## src/rtl/mat_pkg.sv

```systemverilog
// Shared definitions for the double-buffered matrix accumulator:
// default sizes, bank-state encoding and signed range helpers.
package mat_pkg;

  localparam int DEF_DATA_W    = 8;
  localparam int DEF_ACC_W     = 16;
  localparam int DEF_ELEMS     = 9;
  localparam int DEF_NUM_TERMS = 3;

  // Life cycle of one accumulator bank
  typedef enum logic [1:0] {
    BANK_FREE    = 2'd0,
    BANK_FILLING = 2'd1,
    BANK_FULL    = 2'd2
  } bank_state_e;

  // Largest value representable in a w-bit two's-complement word
  function automatic longint signed_max(input int w);
    return (longint'(1) << (w - 1)) - 1;
  endfunction

  // Smallest value representable in a w-bit two's-complement word
  function automatic longint signed_min(input int w);
    return -(longint'(1) << (w - 1));
  endfunction

endpackage

```

## src/rtl/sat_add.sv

```systemverilog
// Combinational signed adder ACC_W + DATA_W -> ACC_W that either clamps
// to the ACC_W signed range or wraps two's-complement.
module sat_add
  import mat_pkg::*;
#(
  parameter int DATA_W   = DEF_DATA_W,
  parameter int ACC_W    = DEF_ACC_W,
  parameter int SATURATE = 1
) (
  input  logic signed [ACC_W-1:0]  i_a,
  input  logic signed [DATA_W-1:0] i_b,
  output logic signed [ACC_W-1:0]  o_sum
);

  localparam logic signed [ACC_W-1:0] MAX_V = ACC_W'(signed_max(ACC_W));
  localparam logic signed [ACC_W-1:0] MIN_V = ACC_W'(signed_min(ACC_W));

  generate
    if (SATURATE != 0) begin : g_sat
      logic signed [ACC_W:0] w_a_ext;
      logic signed [ACC_W:0] w_b_ext;
      logic signed [ACC_W:0] w_sum;
      logic                  w_ovf;

      // One guard bit is enough: the sum of two ACC_W-range values fits in ACC_W+1
      assign w_a_ext = (ACC_W+1)'(i_a);
      assign w_b_ext = (ACC_W+1)'(i_b);
      assign w_sum   = w_a_ext + w_b_ext;
      assign w_ovf   = w_sum[ACC_W] ^ w_sum[ACC_W-1];

      // Clamp toward the sign of the true result when it leaves the range
      always_comb begin
        if (!w_ovf) begin
          o_sum = w_sum[ACC_W-1:0];
        end else if (w_sum[ACC_W]) begin
          o_sum = MIN_V;
        end else begin
          o_sum = MAX_V;
        end
      end
    end else begin : g_wrap
      assign o_sum = i_a + ACC_W'(i_b);
    end
  endgenerate

endmodule

```

## src/rtl/mat_accum_pp.sv

```systemverilog
// Double-buffered matrix accumulator: sums NUM_TERMS matrices from the
// input stream into one bank while the other bank drains to the sink.
module mat_accum_pp
  import mat_pkg::*;
#(
  parameter int DATA_W    = DEF_DATA_W,
  parameter int ACC_W     = DEF_ACC_W,
  parameter int ELEMS     = DEF_ELEMS,
  parameter int NUM_TERMS = DEF_NUM_TERMS,
  parameter int SATURATE  = 1
) (
  input  logic                     i_clk,
  input  logic                     i_clk_e,
  input  logic                     i_rst_n,
  input  logic signed [DATA_W-1:0] s_axis_data,
  input  logic                     s_axis_valid,
  output logic                     s_axis_ready,
  input  logic                     s_axis_last,
  output logic signed [ACC_W-1:0]  m_axis_res_data,
  output logic                     m_axis_res_valid,
  input  logic                     m_axis_res_ready,
  output logic                     m_axis_res_last,
  output logic                     o_err_len
);

  localparam int IDX_W  = $clog2(ELEMS);
  localparam int TERM_W = (NUM_TERMS > 1) ? $clog2(NUM_TERMS) : 1;
  localparam logic [IDX_W-1:0]  LAST_IDX  = IDX_W'(ELEMS - 1);
  localparam logic [TERM_W-1:0] LAST_TERM = TERM_W'(NUM_TERMS - 1);

  logic signed [ACC_W-1:0] r_bank [2][ELEMS];
  logic [1:0]              r_full;
  logic                    r_wr_bank;
  logic                    r_rd_bank;
  logic [IDX_W-1:0]        r_wr_idx;
  logic [IDX_W-1:0]        r_rd_idx;
  logic [TERM_W-1:0]       r_term;
  logic                    r_err_len;

  bank_state_e             w_bank_state [2];
  logic                    w_in_acc;
  logic                    w_out_acc;
  logic                    w_wr_wrap;
  logic                    w_batch_done;
  logic                    w_rd_done;
  logic [1:0]              w_full_next;
  logic signed [ACC_W-1:0] w_acc_base;
  logic signed [ACC_W-1:0] w_acc_sum;

  genvar gi;
  generate
    for (gi = 0; gi < 2; gi++) begin : g_state
      assign w_bank_state[gi] = r_full[gi]              ? BANK_FULL :
                                (r_wr_bank == 1'(gi))   ? BANK_FILLING :
                                                          BANK_FREE;
    end
  endgenerate

  assign s_axis_ready     = (w_bank_state[r_wr_bank] != BANK_FULL);
  assign m_axis_res_valid = (w_bank_state[r_rd_bank] == BANK_FULL);

  assign w_in_acc     = s_axis_valid & s_axis_ready & i_clk_e;
  assign w_out_acc    = m_axis_res_valid & m_axis_res_ready & i_clk_e;
  assign w_wr_wrap    = (r_wr_idx == LAST_IDX);
  assign w_batch_done = w_in_acc & w_wr_wrap & (r_term == LAST_TERM);
  assign w_rd_done    = w_out_acc & (r_rd_idx == LAST_IDX);

  // The first term of a batch adds onto zero, so it lands as a plain sign-extension
  assign w_acc_base = (r_term == '0) ? '0 : r_bank[r_wr_bank][r_wr_idx];

  sat_add #(
    .DATA_W   (DATA_W),
    .ACC_W    (ACC_W),
    .SATURATE (SATURATE)
  ) u_sat_add (
    .i_a   (w_acc_base),
    .i_b   (s_axis_data),
    .o_sum (w_acc_sum)
  );

  assign m_axis_res_data = m_axis_res_valid ? r_bank[r_rd_bank][r_rd_idx] : '0;
  assign m_axis_res_last = m_axis_res_valid & (r_rd_idx == LAST_IDX);
  assign o_err_len       = r_err_len;

  // Filling one bank and draining the other are independent, so both updates apply together
  always_comb begin
    w_full_next = r_full;
    if (w_batch_done) w_full_next[r_wr_bank] = 1'b1;
    if (w_rd_done)    w_full_next[r_rd_bank] = 1'b0;
  end

  // Bank storage holds data only; its contents are meaningless until a batch fills it
  always_ff @(posedge i_clk) begin
    if (w_in_acc) r_bank[r_wr_bank][r_wr_idx] <= w_acc_sum;
  end

  // Write/read pointers, bank full flags and the sticky framing error
  always_ff @(posedge i_clk or negedge i_rst_n) begin
    if (!i_rst_n) begin
      r_full    <= '0;
      r_wr_bank <= 1'b0;
      r_rd_bank <= 1'b0;
      r_wr_idx  <= '0;
      r_rd_idx  <= '0;
      r_term    <= '0;
      r_err_len <= 1'b0;
    end else begin
      r_full <= w_full_next;
      if (w_in_acc) begin
        // Framing follows the element counter only; last is merely checked
        if (s_axis_last != w_wr_wrap) r_err_len <= 1'b1;
        if (w_wr_wrap) begin
          r_wr_idx <= '0;
          if (r_term == LAST_TERM) begin
            r_term    <= '0;
            r_wr_bank <= ~r_wr_bank;
          end else begin
            r_term <= r_term + TERM_W'(1);
          end
        end else begin
          r_wr_idx <= r_wr_idx + IDX_W'(1);
        end
      end
      if (w_out_acc) begin
        if (r_rd_idx == LAST_IDX) begin
          r_rd_idx  <= '0;
          r_rd_bank <= ~r_rd_bank;
        end else begin
          r_rd_idx <= r_rd_idx + IDX_W'(1);
        end
      end
    end
  end

endmodule

```

## config.mk

```make
export PLATFORM = sky130hd
export DESIGN_NAME = mat_accum_pp
export DESIGN_NICKNAME = d
export VERILOG_FILES = /design/src/rtl/mat_pkg.sv /design/src/rtl/sat_add.sv /design/src/rtl/mat_accum_pp.sv
export SDC_FILE = /design/constraint.sdc
export NUM_CORES = 1
export LEC_CHECK = 0
export ABC_CLOCK_PERIOD_IN_PS = 3800
export CORE_UTILIZATION = 57
export DETAILED_ROUTE_END_ITERATION = 8
export DONT_BUFFER_PORTS = 1
export GPL_TIMING_DRIVEN = 0
export MAX_ROUTING_LAYER = met4
export PLACE_DENSITY = 0.76
export SYNTH_ARGS = -nofsm -noshare
export SYNTH_HDL_FRONTEND = slang
export SYNTH_HIERARCHICAL = 1
export SYNTH_SLANG_ARGS = --single-unit
```

## constraint.sdc

```tcl
create_clock -name i_clk -period 3.8 [get_ports i_clk]
set_input_delay 0.76 -clock i_clk [delete_from_list [all_inputs] [get_ports i_clk]]
set_output_delay 0.76 -clock i_clk [all_outputs]
set_load 0.005 [all_outputs]
```

==> summary.md <==
| Metric | Value |
|---|---|
| Die area | `about 0.028 mm2` |
| FF-to-FF End | `r_bank[1][49]$_DFFE_PP_` |
| Synth warn | `6` |
| EDFF count, synth | `roughly 290` |
| Unrepaired setup endpoints after global routing | `yes` |
| DRT antenna net count | `0` |
| Leak pwr | `approximately 0.0058 uW` |
| DR iter-0 viols | `between 1500 and 2000` |
| Cell variety after synth | `73` |
| CTS buffer count | `30` |
| CTS tree | `done` |
| Total core area | `roughly 0.026 mm2` |
| Min-delay worst type | `in2reg` |
| Clk buf depth | `3` |
| Layout cell share with drive strength beyond 1 | `between 30% and 40%` |
| Routed wire length | `49600 um` |
| Synth-to-layout area growth | `17.6%` |
| Setup TNS Final | `-151110 ps` |
| Post-synthesis sequential area ratio | `about three fifths` |
| Drt drc | `0` |
| Worst Setup Path Type | `reg2reg` |
| H-tree depth | `1` |
| Initial Util | `58.7%` |
| Pwr/cell area | `1020 mW/mm2` |
| Root cell of the clock tree | `clkbuf_16` |
| Initial antenna violation count | `0` |
| Asr flop ratio synth | `a little under 5%` |
| Avg Cell Area, Syn | `about 17 um2` |
| Pwr Total | `around 19000 uW` |
| Cell area after synthesis | `roughly 0.015 mm2` |
| Failing checks | `negative setup slack` |
| Routed vias/inst | `just under 8` |
| Final hold violation count | `0` |
| Pre-CTS setup slack | `-1640 ps` |
| GRT Max-Usage Layer | `met2` |
| Post-DP Area | `0.0159 mm2` |
| Startpoint types | `flop` |
| Final worst-path setup slack | `-586 ps` |
| Nets | `1041` |
| Cells after DPL | `roughly 1200` |
| Gate Count Post-Synth | `907` |
| R2r startpoint | `r_wr_idx[2]$_DFFE_PN0N_` |
| Total number of vias | `around 11000` |
| PortBufs | `0` |
| R2r worst-path depth | `17` |
| GPL Wtd Cong | `roughly 0.92` |
| Worst-path clk slew | `roughly 60 ps` |
| CP Capture Type | `flop` |
| Clock latency at the later pin of the worst-skew pair | `about 570 ps` |
| Per-cell routed wire length | `36.5 um` |
| Peak supply drop | `around 0.0011 V` |
| Clock sinks | `just over 300` |
| Achievable frequency | `approximately 0.23 GHz` |
| Slew Viols, Final | `0` |
| Crit path DAT | `4680 ps` |
| Hold EP | `o_err_len$_DFFE_PN0P_` |
| Ports | `34` |
| Syn nets | `about 940` |
| Fin crit share | `115%` |
| Count leader, synth | `edfxtp_1` |
| Placement row count | `59` |
| Synth top area cells | `edfxtp_1 (56%), mux4_2 (18%), dfrtp_1 (2.4%)` |
| Die Width | `roughly 170 um` |
| Global-route usage over all layers | `between 30% and 40%` |
| HP Start | `s_axis_last` |
| Actual slew at the worst max-slew pin | `approximately 1300 ps` |
| Final worst path period need | `roughly 4400 ps` |
| Slew HR | `a little over a tenth` |
| Grt total ovfl | `0` |
| Final setup fails | `around 290` |
| Final instance area | `between 0.015 and 0.02 mm2` |
| Vias in the first global route | `10000` |
| Grt met1 use | `between 40% and 50%` |
| Commonest cells in the netlist | `edfxtp_1 (288), mux4_2 (124), a21oi_1 (42)` |
| Synthesis-stage register bit count | `roughly 300` |
| Top_reg_cell synth | `edfxtp_1` |
| Die Height | `around 170 um` |
| Pin count of the biggest net entering global routing | `19` |
| Crit-path max FO | `10` |
| WP data required | `just over 4000 ps` |
| Detailed placement HPWL | `28600 um` |
| Hold Path Depth | `2` |
| Post-Layout Cell Count | `1362` |
| Max-Cap Viols | `0` |
| Met2 usage | `52.7%` |
| Final setup skew | `9.23 ps` |
| Router iterations before antenna repair | `6` |
| Area leader, netlist | `edfxtp_1` |
| Global Route met3 Usage | `about 9.2%` |
| Status | `finished, violations left` |
| Area share of the largest cell type after synthesis | `between 50% and 60%` |
| First-pass GRT wire length | `around 68000 um` |
| Reg2reg setup slack | `-590 ps` |
[registers in the layout, summed over array words and instances (netlist names)]
register / flops
r_bank: 288
r_rd_idx: 4
r_wr_idx: 4
r_full: 2
r_term: 2
o_err_len: 1
r_rd_bank: 1
r_wr_bank: 1
[placed cells by master, fill, tap and decap left out, drive strengths merged, types with 4 or more instances in the layout]
master / instances
edfxtp: 288
mux4: 126
buf: 86
clkbuf: 51
a21oi: 43
mux2: 39
nand2: 37
maj3: 25
ha: 22
o21ai: 21
nor3: 21
a22oi: 20
mux2i: 19
a221o: 19
and2: 18
nor2: 17
clkinv: 16
dfrtp: 15
a221oi: 15
o211ai: 13
xnor2: 12
inv: 11
o32a: 11
nor4: 9
and3: 7
nand3: 6
a21o: 6
xor2: 5
o21bai: 5
nor2b: 4
[routing by layer]
| layer | vias to the layer above | routed length [um] | share of wire (%) |
|---|---|---|---|
| met5 | - | 0 | 0 |
| li1 | 4077 | - | - |
| met2 | 1050 | 22600 | 45 |
| met3 | 223 | 7220 | 15 |
| met4 | 0 | 3170 | 6.4 |
| met1 | 5273 | 16700 | 34 |
[cell families after synthesis]
family	Yosys count	share of synthesized area, %
buffers and inverters	78	2.98
DFF	303	58.3
adders and majority gates	31	2.44
muxes	183	22.6
xor gates and xnor gates	17	1.08
AOI/OAI and AO/OA	159	7.59
and+or+nand+nor	136	5.05
[through the flow]
| stage | util, % | hold WS [ps] |
|---|---|---|
| after floorplan | - | 451 |
| after detailed placement | 60.4 | 465 |
| after global placement | 60.3 | 465 |
| after CTS | 67.4 | 434 |
| after global routing | 69.1 | 468 |
| final | 69.1 | 430 |
[worst max-delay path, stage by stage, from the launching register on]
cell and delay [ps]:
dfrtp_1 310, buf_2 200, nor2b_1 140, buf_2 280, buf_2 360, a221o_1 220, a21oi_1 50, nor3_2 420
ha_2 420, o211a_1 260, o31ai_4 90, a21oi_2 140, o2111ai_1 180, and3_1 210, buf_6 150, mux2i_4 90
buf_8 190, maj3_4 390
[final cells by class]
type / count / area (um2)
antenna: 1 / 2.50
clock buffer: 34 / 766
tap: 335 / 419
buffer: 65 / 543
fill: 1601 / 8150
inverter: 13 / 53.8
sequential: 303 / 9030
clock inverter: 20 / 181
timing repair buffer: 40 / 420
multi-input combinational: 551 / 6790
[repair_timing]
item | CTS | global route
gates resized for setup | 109 | 55
hold buffers | 1 | 0
setup endpoints to repair | 288 | 292
endpoints found under the hold margin | 15 | 0
cloned | 16 | 13
buffers inserted | 25 | 9
pin swaps | 25 | 34
[report_power, final]
part	leakage (uW)	switching [uW]	internal, uW
clock network	0.000460	1260	1640
logic	0.00262	6140	3590
registers	0.00277	134	5850
[worst max path at each step]
stage                            startpoint                        to  slack [ps]
finish              r_wr_idx[2]$_DFFE_PN0N_   r_bank[1][49]$_DFFE_PP_        -590
global route        r_wr_idx[2]$_DFFE_PN0N_  r_bank[0][107]$_DFFE_PP_        -600
CTS                   r_wr_bank$_DFFE_PN0N_  r_bank[1][113]$_DFFE_PP_        -360
detailed placement  r_wr_idx[0]$_DFFE_PN0N_    r_bank[1][8]$_DFFE_PP_       -1640
global placement    r_wr_idx[0]$_DFFE_PN0N_  r_bank[0][136]$_DFFE_PP_       -1570
floorplan             r_wr_bank$_DFFE_PN0N_  r_bank[0][101]$_DFFE_PP_         -90
No activity file was read; power rests on OpenSTA's default activity.
